==> src/rtl/rise_sched_pkg.sv <==
// Shared types and helpers for the rise-to-response scheduler.
package rise_sched_pkg;

    localparam int RS_NREQ    = 4;
    localparam int RS_LATENCY = 10;

    function automatic int rs_idw(input int nreq);
        return (nreq <= 2) ? 1 : $clog2(nreq);
    endfunction

    localparam int RS_IDW = rs_idw(RS_NREQ);

    typedef struct packed {
        logic              vld;
        logic [RS_IDW-1:0] id;
    } rs_pipe_t;

endpackage

==> src/rtl/rise_resp_sched_arb.sv <==
// Combinational round-robin picker: first set bit of cand at or above ptr, wrapping.
module rr_arb_onehot
    import rise_sched_pkg::*;
#(
    parameter int N  = RS_NREQ,
    parameter int IW = rs_idw(N)
) (
    input  logic [N-1:0]  cand,
    input  logic [IW-1:0] ptr,
    output logic [N-1:0]  pick,
    output logic [IW-1:0] pick_idx,
    output logic          any
);

    logic found;

    always_comb begin
        pick     = '0;
        pick_idx = '0;
        found    = 1'b0;
        for (int k = 0; k < N; k++) begin
            if (!found && cand[(int'(ptr) + k) % N]) begin
                found                      = 1'b1;
                pick[(int'(ptr) + k) % N]  = 1'b1;
                pick_idx                   = IW'((int'(ptr) + k) % N);
            end
        end
        any = |cand;
    end

endmodule

==> src/rtl/rise_resp_sched.sv <==
// Rising-edge request scheduler with fixed-latency shared response channel.
// Define RISE_SCHED_SVA_EN to compile in the embedded protocol assertions.
module rise_resp_sched
    import rise_sched_pkg::*;
#(
    parameter int NREQ    = RS_NREQ,
    parameter int LATENCY = RS_LATENCY
) (
    input  logic                     clk,
    input  logic                     rst,
    input  logic                     en,
    input  logic                     flush,
    input  logic [NREQ-1:0]          req,
    output logic [NREQ-1:0]          gnt,
    output logic [NREQ-1:0]          pend,
    output logic                     resp_vld,
    output logic [rs_idw(NREQ)-1:0]  resp_id,
    output logic                     ovf,
    input  logic                     ovf_clr
);

    localparam int IDW    = rs_idw(NREQ);
    localparam int STAGES = LATENCY - 1;

    logic [NREQ-1:0] req_d,  req_q;
    logic [NREQ-1:0] pend_d, pend_q;
    logic [NREQ-1:0] gnt_d,  gnt_q;
    logic [IDW-1:0]  gid_d,  gid_q;
    logic [IDW-1:0]  ptr_d,  ptr_q;
    logic            ovf_d,  ovf_q;
    rs_pipe_t        pipe_d [STAGES];
    rs_pipe_t        pipe_q [STAGES];

    logic [NREQ-1:0] rise, cand, pick;
    logic [IDW-1:0]  pick_idx;
    logic            any, do_grant;

    rr_arb_onehot #(.N(NREQ), .IW(IDW)) u_arb (
        .cand     (cand),
        .ptr      (ptr_q),
        .pick     (pick),
        .pick_idx (pick_idx),
        .any      (any)
    );

    // NOTE: combinational next-state uses blocking '=' with a default for every
    // target first, so no path leaves a signal unassigned and no latch is inferred.
    always_comb begin
        req_d    = req;
        rise     = req & ~req_q;
        cand     = pend_q | rise;
        do_grant = en & ~flush & any;

        gnt_d  = do_grant ? pick : '0;
        gid_d  = do_grant ? pick_idx : '0;
        // A rise on an already-pending line merges into the existing entry (dropped).
        pend_d = flush ? '0 : (cand & ~gnt_d);

        ptr_d = ptr_q;
        if (do_grant) begin
            ptr_d = (pick_idx == IDW'(NREQ - 1)) ? '0 : pick_idx + IDW'(1);
        end

        ovf_d = ovf_q;
        if (|(rise & pend_q)) begin
            ovf_d = 1'b1;
        end else if (ovf_clr) begin
            ovf_d = 1'b0;
        end

        pipe_d[0] = '{vld: |gnt_q, id: RS_IDW'(gid_q)};
        for (int i = 1; i < STAGES; i++) begin
            pipe_d[i] = pipe_q[i-1];
        end
    end

    // NOTE: the response pipeline is reset like any other state so that a reset
    // mid-operation discards every in-flight response.
    always_ff @(posedge clk) begin
        if (rst) begin
            req_q  <= '0;
            pend_q <= '0;
            gnt_q  <= '0;
            gid_q  <= '0;
            ptr_q  <= '0;
            ovf_q  <= 1'b0;
            for (int i = 0; i < STAGES; i++) begin
                pipe_q[i] <= '0;
            end
        end else begin
            req_q  <= req_d;
            pend_q <= pend_d;
            gnt_q  <= gnt_d;
            gid_q  <= gid_d;
            ptr_q  <= ptr_d;
            ovf_q  <= ovf_d;
            for (int i = 0; i < STAGES; i++) begin
                pipe_q[i] <= pipe_d[i];
            end
        end
    end

    assign gnt      = gnt_q;
    assign pend     = pend_q;
    assign ovf      = ovf_q;
    assign resp_vld = pipe_q[STAGES-1].vld;
    assign resp_id  = IDW'(pipe_q[STAGES-1].id);

`ifdef RISE_SCHED_SVA_EN
    a_gnt_onehot0: assert property (@(posedge clk) disable iff (rst) $onehot0(gnt));
    a_id_idle:     assert property (@(posedge clk) disable iff (rst) !resp_vld |-> resp_id == '0);
    a_flush_pend:  assert property (@(posedge clk) disable iff (rst) flush |=> pend == '0);
    for (genvar g = 0; g < NREQ; g++) begin : g_lat
        a_gnt_resp: assert property (@(posedge clk) disable iff (rst)
            gnt[g] |-> ##(LATENCY-1) (resp_vld && resp_id == IDW'(g)));
    end
`else
`endif

endmodule

==> config.mk <==
export PLATFORM = sky130hd
export DESIGN_NAME = rise_resp_sched
export DESIGN_NICKNAME = d
export VERILOG_FILES = /design/src/rtl/rise_sched_pkg.sv /design/src/rtl/rise_resp_sched_arb.sv /design/src/rtl/rise_resp_sched.sv
export SDC_FILE = /design/constraint.sdc
export NUM_CORES = 1
export LEC_CHECK = 0
export CAP_MARGIN = 10
export CORE_MARGIN = 1.5
export CORE_UTILIZATION = 54
export CTS_CLUSTER_DIAMETER = 120
export CTS_CLUSTER_SIZE = 40
export DETAILED_ROUTE_END_ITERATION = 16
export PLACE_DENSITY_LB_ADDON = 0.2
export SLEW_MARGIN = 20
export SYNTH_ARGS = -nofsm -noshare
export SYNTH_HDL_FRONTEND = slang
export SYNTH_HIERARCHICAL = 1
export SYNTH_SLANG_ARGS = --single-unit
==> constraint.sdc <==
create_clock -name clk -period 3.6 [get_ports clk]
set_input_delay 0.54 -clock clk [delete_from_list [all_inputs] [get_ports clk]]
set_output_delay 0.54 -clock clk [all_outputs]
set_load 0.03 [all_outputs]
# After elaboration in Yosys (flattened, before gate mapping)
# Memories as Yosys holds them, arrays and structs flattened.
# Index checks and enable logic that the tools add are counted.
[op_classes]
add_sub_neg = 4
n_lt_le_gt_ge = 8
eq_ne = 1
n_mux = 46
bitwise = 25
n_reduce_logical = 19
[op_table]
columns = ["operator", "count"]
rows = [
  ["$mux 3", 9],
  ["$mux 4", 5],
  ["$mux 1", 19],
  ["$or 4x4->4", 4],
  ["$and 4x4->4", 3],
  ["$lt 3x4->1 const B", 3],
  ["$reduce_or 4->1", 3],
  ["$mux 2", 5],
  ["$reduce_or 2->1", 5],
  ["$ge 3x1->1 const B", 3],
  ["$or 1x1->1", 9],
  ["$bmux 1 s2", 4],
  ["$demux 1 s2", 4],
  ["$not 4->4", 2],
  ["$logic_and 1x1->1", 7],
  ["$add 2x1->2 const B", 2],
  ["$add 2x2->2 const B", 2],
  ["$and 1x1->1 const A", 3],
  ["$logic_not 1->1", 3],
  ["$lt 2x3->1 const B", 1],
  ["$and 1x1->1", 2],
  ["$eq 2x2->1 const B", 1],
  ["$ge 2x1->1 const B", 1],
  ["$not 1->1", 2],
  ["$reduce_bool 2->1", 1],
]
[totals]
reg_bits = 17
ramBits = 27
in_bits = 9
n_memories = 1
[mem_list]
columns = ["name", "depth", "width", "read_ports", "rd_clocked_by_memory_dff", "wr", "line", "text"]
rows = [
  ["pipe_q", 9, 3, 9, 0, 9, "rise_resp_sched.sv:32", "rs_pipe_t pipe_q [STAGES];"],
]

# Depth between registers and ports, before layout
[depth]
ltp_word = 18
ltp_mapped = 11

# Cells and area by module
# Netlist, hierarchy kept.
[modules_own_cells]
columns = ["mod", "n_inst", "cells_each", "area_each_um2"]
rows = [
  ["rise_resp_sched", 1, 118, 1332.5],
  ["rr_arb_onehot", 1, 47, 426.7],
]

# Worst setup path after synthesis
# OpenSTA, ideal clock, no wires.
[synth_timing]
path_type = "register to register"
from = "register ptr_q[0]"
to = "register ptr_q[1]"
setup_ns = 0.128
arrival_time_ns = 2.501
required_time_ns = 3.472
setup_slack_ns = 0.971
path_stages_with_launch = 12
path_buffers = 1
period_less_slack_ns = 2.629
cell_sequence = "dfxtp_1 buf_2 inv_1 ha_1 mux4_2 nor2b_4 o21ai_1 and3_1 o22ai_1 ha_1 mux2i_1 nor2_1"
[synth_between]
elab_chain_cells = 14
elab_cells_between_ends = 30
cone_classes = "add/sub (4); eq/ne (1); mux (19); reduce/logical (6)"
[synth_rtl]
columns = ["item", "line", "text"]
rows = [
  ["start, declared", "rise_resp_sched.sv:29", "logic [IDW-1:0] ptr_d, ptr_q;"],
  ["start signal, assigned", "rise_resp_sched.sv:95", "ptr_q <= ptr_d;"],
  ["$add 2x1->2 / $bmux 1 s2 (equally long branches)", "rise_resp_sched_arb.sv:22, rise_resp_sched_arb.sv:25", ""],
  ["$bmux 1 s2 / $mux 1 (equally long branches)", "rise_resp_sched_arb.sv:22", "if (!found && cand[(int'(ptr) + k) % N]) begin"],
  ["$mux 1 (implied by the code)", "rise_resp_sched_arb.sv:22", ""],
  ["$mux 1 (implied by the code) / $logic_not 1->1 (equally long branches)", "rise_resp_sched_arb.sv:22", ""],
  ["$logic_and 1x1->1", "rise_resp_sched_arb.sv:22", ""],
  ["$mux 1", "rise_resp_sched_arb.sv:22", ""],
  ["$logic_not 1->1", "rise_resp_sched_arb.sv:22", ""],
  ["$logic_and 1x1->1", "rise_resp_sched_arb.sv:22", ""],
  ["$mux 1", "rise_resp_sched_arb.sv:22", ""],
  ["$logic_not 1->1", "rise_resp_sched_arb.sv:22", ""],
  ["$logic_and 1x1->1", "rise_resp_sched_arb.sv:22", ""],
  ["$mux 2 (*)", "rise_resp_sched_arb.sv:22", ""],
  ["via pick_idx[1]", "rise_resp_sched.sv:35", "logic [IDW-1:0] pick_idx;"],
  ["$add 2x1->2 / $eq 2x2->1 (equally long branches)", "rise_resp_sched.sv:61", "ptr_d = (pick_idx == IDW'(NREQ - 1)) ? '0 : pick_idx + IDW'(1);"],
  ["$mux 2 (*)", "rise_resp_sched.sv:61", ""],
]
# Mark *: on every way through the listed nets, which the timed path passes. The rest lies on a longest branch. The select of a mux whose other input is x is not followed.
# A chain may end at the register's enable or synchronous reset.

# Worst setup path in the final report
# Ends and elaborated chain as after synthesis.

==> flow_summary.toml <==
[run_status]
status = "completed"

[sta]
max_freq_mhz = 331
slew_viol_final = 0
tightest_slew_ps = 802
period_share_pct = 84.0
period_minus_slack_ps = 3030
finalSetupTns_ps = 0
slew_headroom_pct = 46.3
setup_ws_ps = 574
hold_viol = 0
setup_viol = 0
grt_setup_unrepaired = "false"
fin_skew_ps = 7.32

[detailed_routing]
avgViaCountPerCell = 5.24
vias = 1215
wl_per_cell_um = 13.4
ant_nets = 0
drc = 0
drt_wl_total_um = 3100
first_iter_violations = 73
drt-pass1-iter-count = 4

[setup_path]
rr_startpoint = "ptr_q[0]$_SDFFE_PP0N_"
critPathKind = "register to register"
cp_max_fo = 16
r2r_end = "ptr_q[1]$_SDFFE_PP0N_"
cp_num_buf_inv = 1
r2r_cells = 10
r2r_slack_ps = 570
required_ps = 3820
cp-end-kind = "register"
start_kind = "register"
crit_arrival_ps = 3250
cp_top_family = "flip-flops"
path_cells = "inv_1, ha_1, mux4_2, nor2b_4, o21ai_1, and3_1, o22ai_1, ha_1, mux2i_1, nor2_1"
worst_path_most_repeated_cell = "ha_1"
crit_slowest_cell = "dfxtp_1"
slowest_delay_ps = 720

[placement]
place_inst = 224
place.gp.congestion = 0.789
portBuffers = 20
dpl_worst_slack_ps = 373
dpl.hpwl_um = 2170

[clock_tree]
htreeDepth = 2
cts.repair.resized = 0
cts_root_buf = "clkbuf_4"
clock_path_buffers = 2
clock_sink_count = 44
tritoncts = "yes"
clkLatencyLatePin_ps = 350
ctsHoldBuffers = 0
cts_setup_buffers = 0
path_clk_slew_ps = 130
numCtsBuffers = 5

[logic_synthesis]
avgSynthCellArea_um2 = 10.7
synth_edf_count = 0
async_flop_share_pct = 0
synth_area_um2 = 1760
synth_seq_cells = 44
netlist_instances = 165
synth-seq-area-share_pct = 50.1
yosysWarnings = 6
syn_nets = 180
synth_ff_type = "dfxtp_1"
synth_cell_types = 38

[die]
die_area_um2 = 3610
die_y_um = 60.1
die_x_um = 60.1
core_region_area_um2 = 3080
start_util_pct = 57.2
ioPinCount = 21
placement_rows = 20

[pwr]
p_per_area_nw_per_um2 = 528
vdd_drop_max_uv = 271
p_leak_nw = 0.818
p_total_w = 0.00110

[final_layout]
num_antenna_cells = 0
fill_cells = 253
layout.nets = 202
drive_gt1_share_pct = 9.04
area_growth_pct = 18.2
final_cells = 232

[flow_run]
maxCapViolCount = 0

[hold_path]
min_from = "pipe_q[0][13]$_SDFF_PP0_"
min_path_type = "register to register"
min_path_cells = 1
whs_endpoint = "pipe_q[0][16]$_SDFF_PP0_"

[global_routing]
antenna_found_initial = 0
grt_overflow_total = 0
grt_pass1_wl_um = 5040
grt_max_degree = 25
grt_usage_pct = 18.8
grt_pass1_vias = 1123
-- worst max-delay path by stage --
stage	startpoint	endpoint	slack, ps	depth (start not counted)
after floorplan	ptr_q[0]$_SDFFE_PP0N_	ptr_q[1]$_SDFFE_PP0N_	970	11
after global placement	req[1]	ptr_q[1]$_SDFFE_PP0N_	460	12
after detailed placement	req[0]	ptr_q[1]$_SDFFE_PP0N_	370	11
after CTS	ptr_q[0]$_SDFFE_PP0N_	ptr_q[1]$_SDFFE_PP0N_	560	10
after global routing	ptr_q[0]$_SDFFE_PP0N_	ptr_q[1]$_SDFFE_PP0N_	340	10
final	ptr_q[0]$_SDFFE_PP0N_	ptr_q[1]$_SDFFE_PP0N_	570	10
-- state kept, by name, indices dropped and copies added (netlist names) --
register / cells
ovf: 1
req_q: 4
ptr_q: 2
pend: 4
gid_q: 2
pipe_q: 27
gnt: 4
-- layout by cell type (no fill, tap or decap), types with 3 or more instances in the layout --
cell type	Yosys	routed
dfxtp_1	44	44
nor2b_1	27	27
clkdlybuf4s50_1	0	20
inv_1	9	9
a22oi_1	8	8
nor2_1	7	7
and2_1	6	6
ha_1	6	6
o21ai_1	6	6
a21oi_1	5	5
and2b_1	5	5
clkbuf_4	0	5
a2111oi_0	4	4
nand2_1	3	3
mux2i_1	3	3
nand3_1	3	3
mux4_2	3	3
-- cells in the mapped netlist (all sizes together), types with 2 or more instances --
| library cell | n | share of area (%) |
|---|---|---|
| clkbuf | 3 | 0.64 |
| mux2i | 3 | 1.7 |
| nand3 | 3 | 0.85 |
| a2111oi | 4 | 2.0 |
| mux4 | 4 | 5.3 |
| inv | 10 | 2.1 |
| ha | 6 | 4.3 |
| and2b | 5 | 2.1 |
| nand3b | 2 | 1.6 |
| nand2 | 3 | 0.64 |
| nor2 | 7 | 1.5 |
| nor2b | 28 | 10 |
| buf | 3 | 1.2 |
| and2 | 6 | 2.1 |
| o21ai | 7 | 2.0 |
| a22oi | 8 | 3.4 |
| dfxtp | 44 | 50 |
| nor3 | 2 | 1.2 |
| a21oi | 5 | 1.4 |
-- metal layers --
layer,global-route usage [%],part of all wire (%)
met5,0,0
met4,4.76,1.1
met3,4.55,3.6
met2,33.4,50
met1,22.6,45
-- where the power goes --
part	switching, W	internal [W]
logic	0.000142	0.000111
clock network	0.000156	0.000166
registers	0.0000199	0.000504
total	0.000317	0.000782
-- cell families after synthesis --
family	count (synthesis)	share of synthesized area (%)
DFF	44	50.1
buffers and inverters	16	3.98
and+or+nand+nor	61	22.7
muxes	7	7.04
adders and majority gates	6	4.27
AOI/OAI and AO/OA	31	11.9
-- final cells by class --
type | count | area, um2 | share of cell area (%)
Clock inverter | 2 | 38.8 | 1.87
Sequential cell | 44 | 881 | 42.4
Inverter | 10 | 37.5 | 1.81
Timing Repair Buffer | 21 | 208 | 9.99
Clock buffer | 6 | 51.3 | 2.47
Multi-Input combinational cell | 105 | 808 | 38.9
Tap cell | 44 | 55.1 | 2.65
-- through the flow --
stage	utilization, %	hold WS, ps	instance area, um2
3_3_place_gp	64.6	417	1990
3_5_place_dp	64.6	422	1990
5_1_grt	67.6	463	2080
2_1_floorplan	-	411	1760
6_report	67.6	451	2080
4_1_cts	67.6	448	2080
Note: power is estimated with default switching activity, not from simulation.
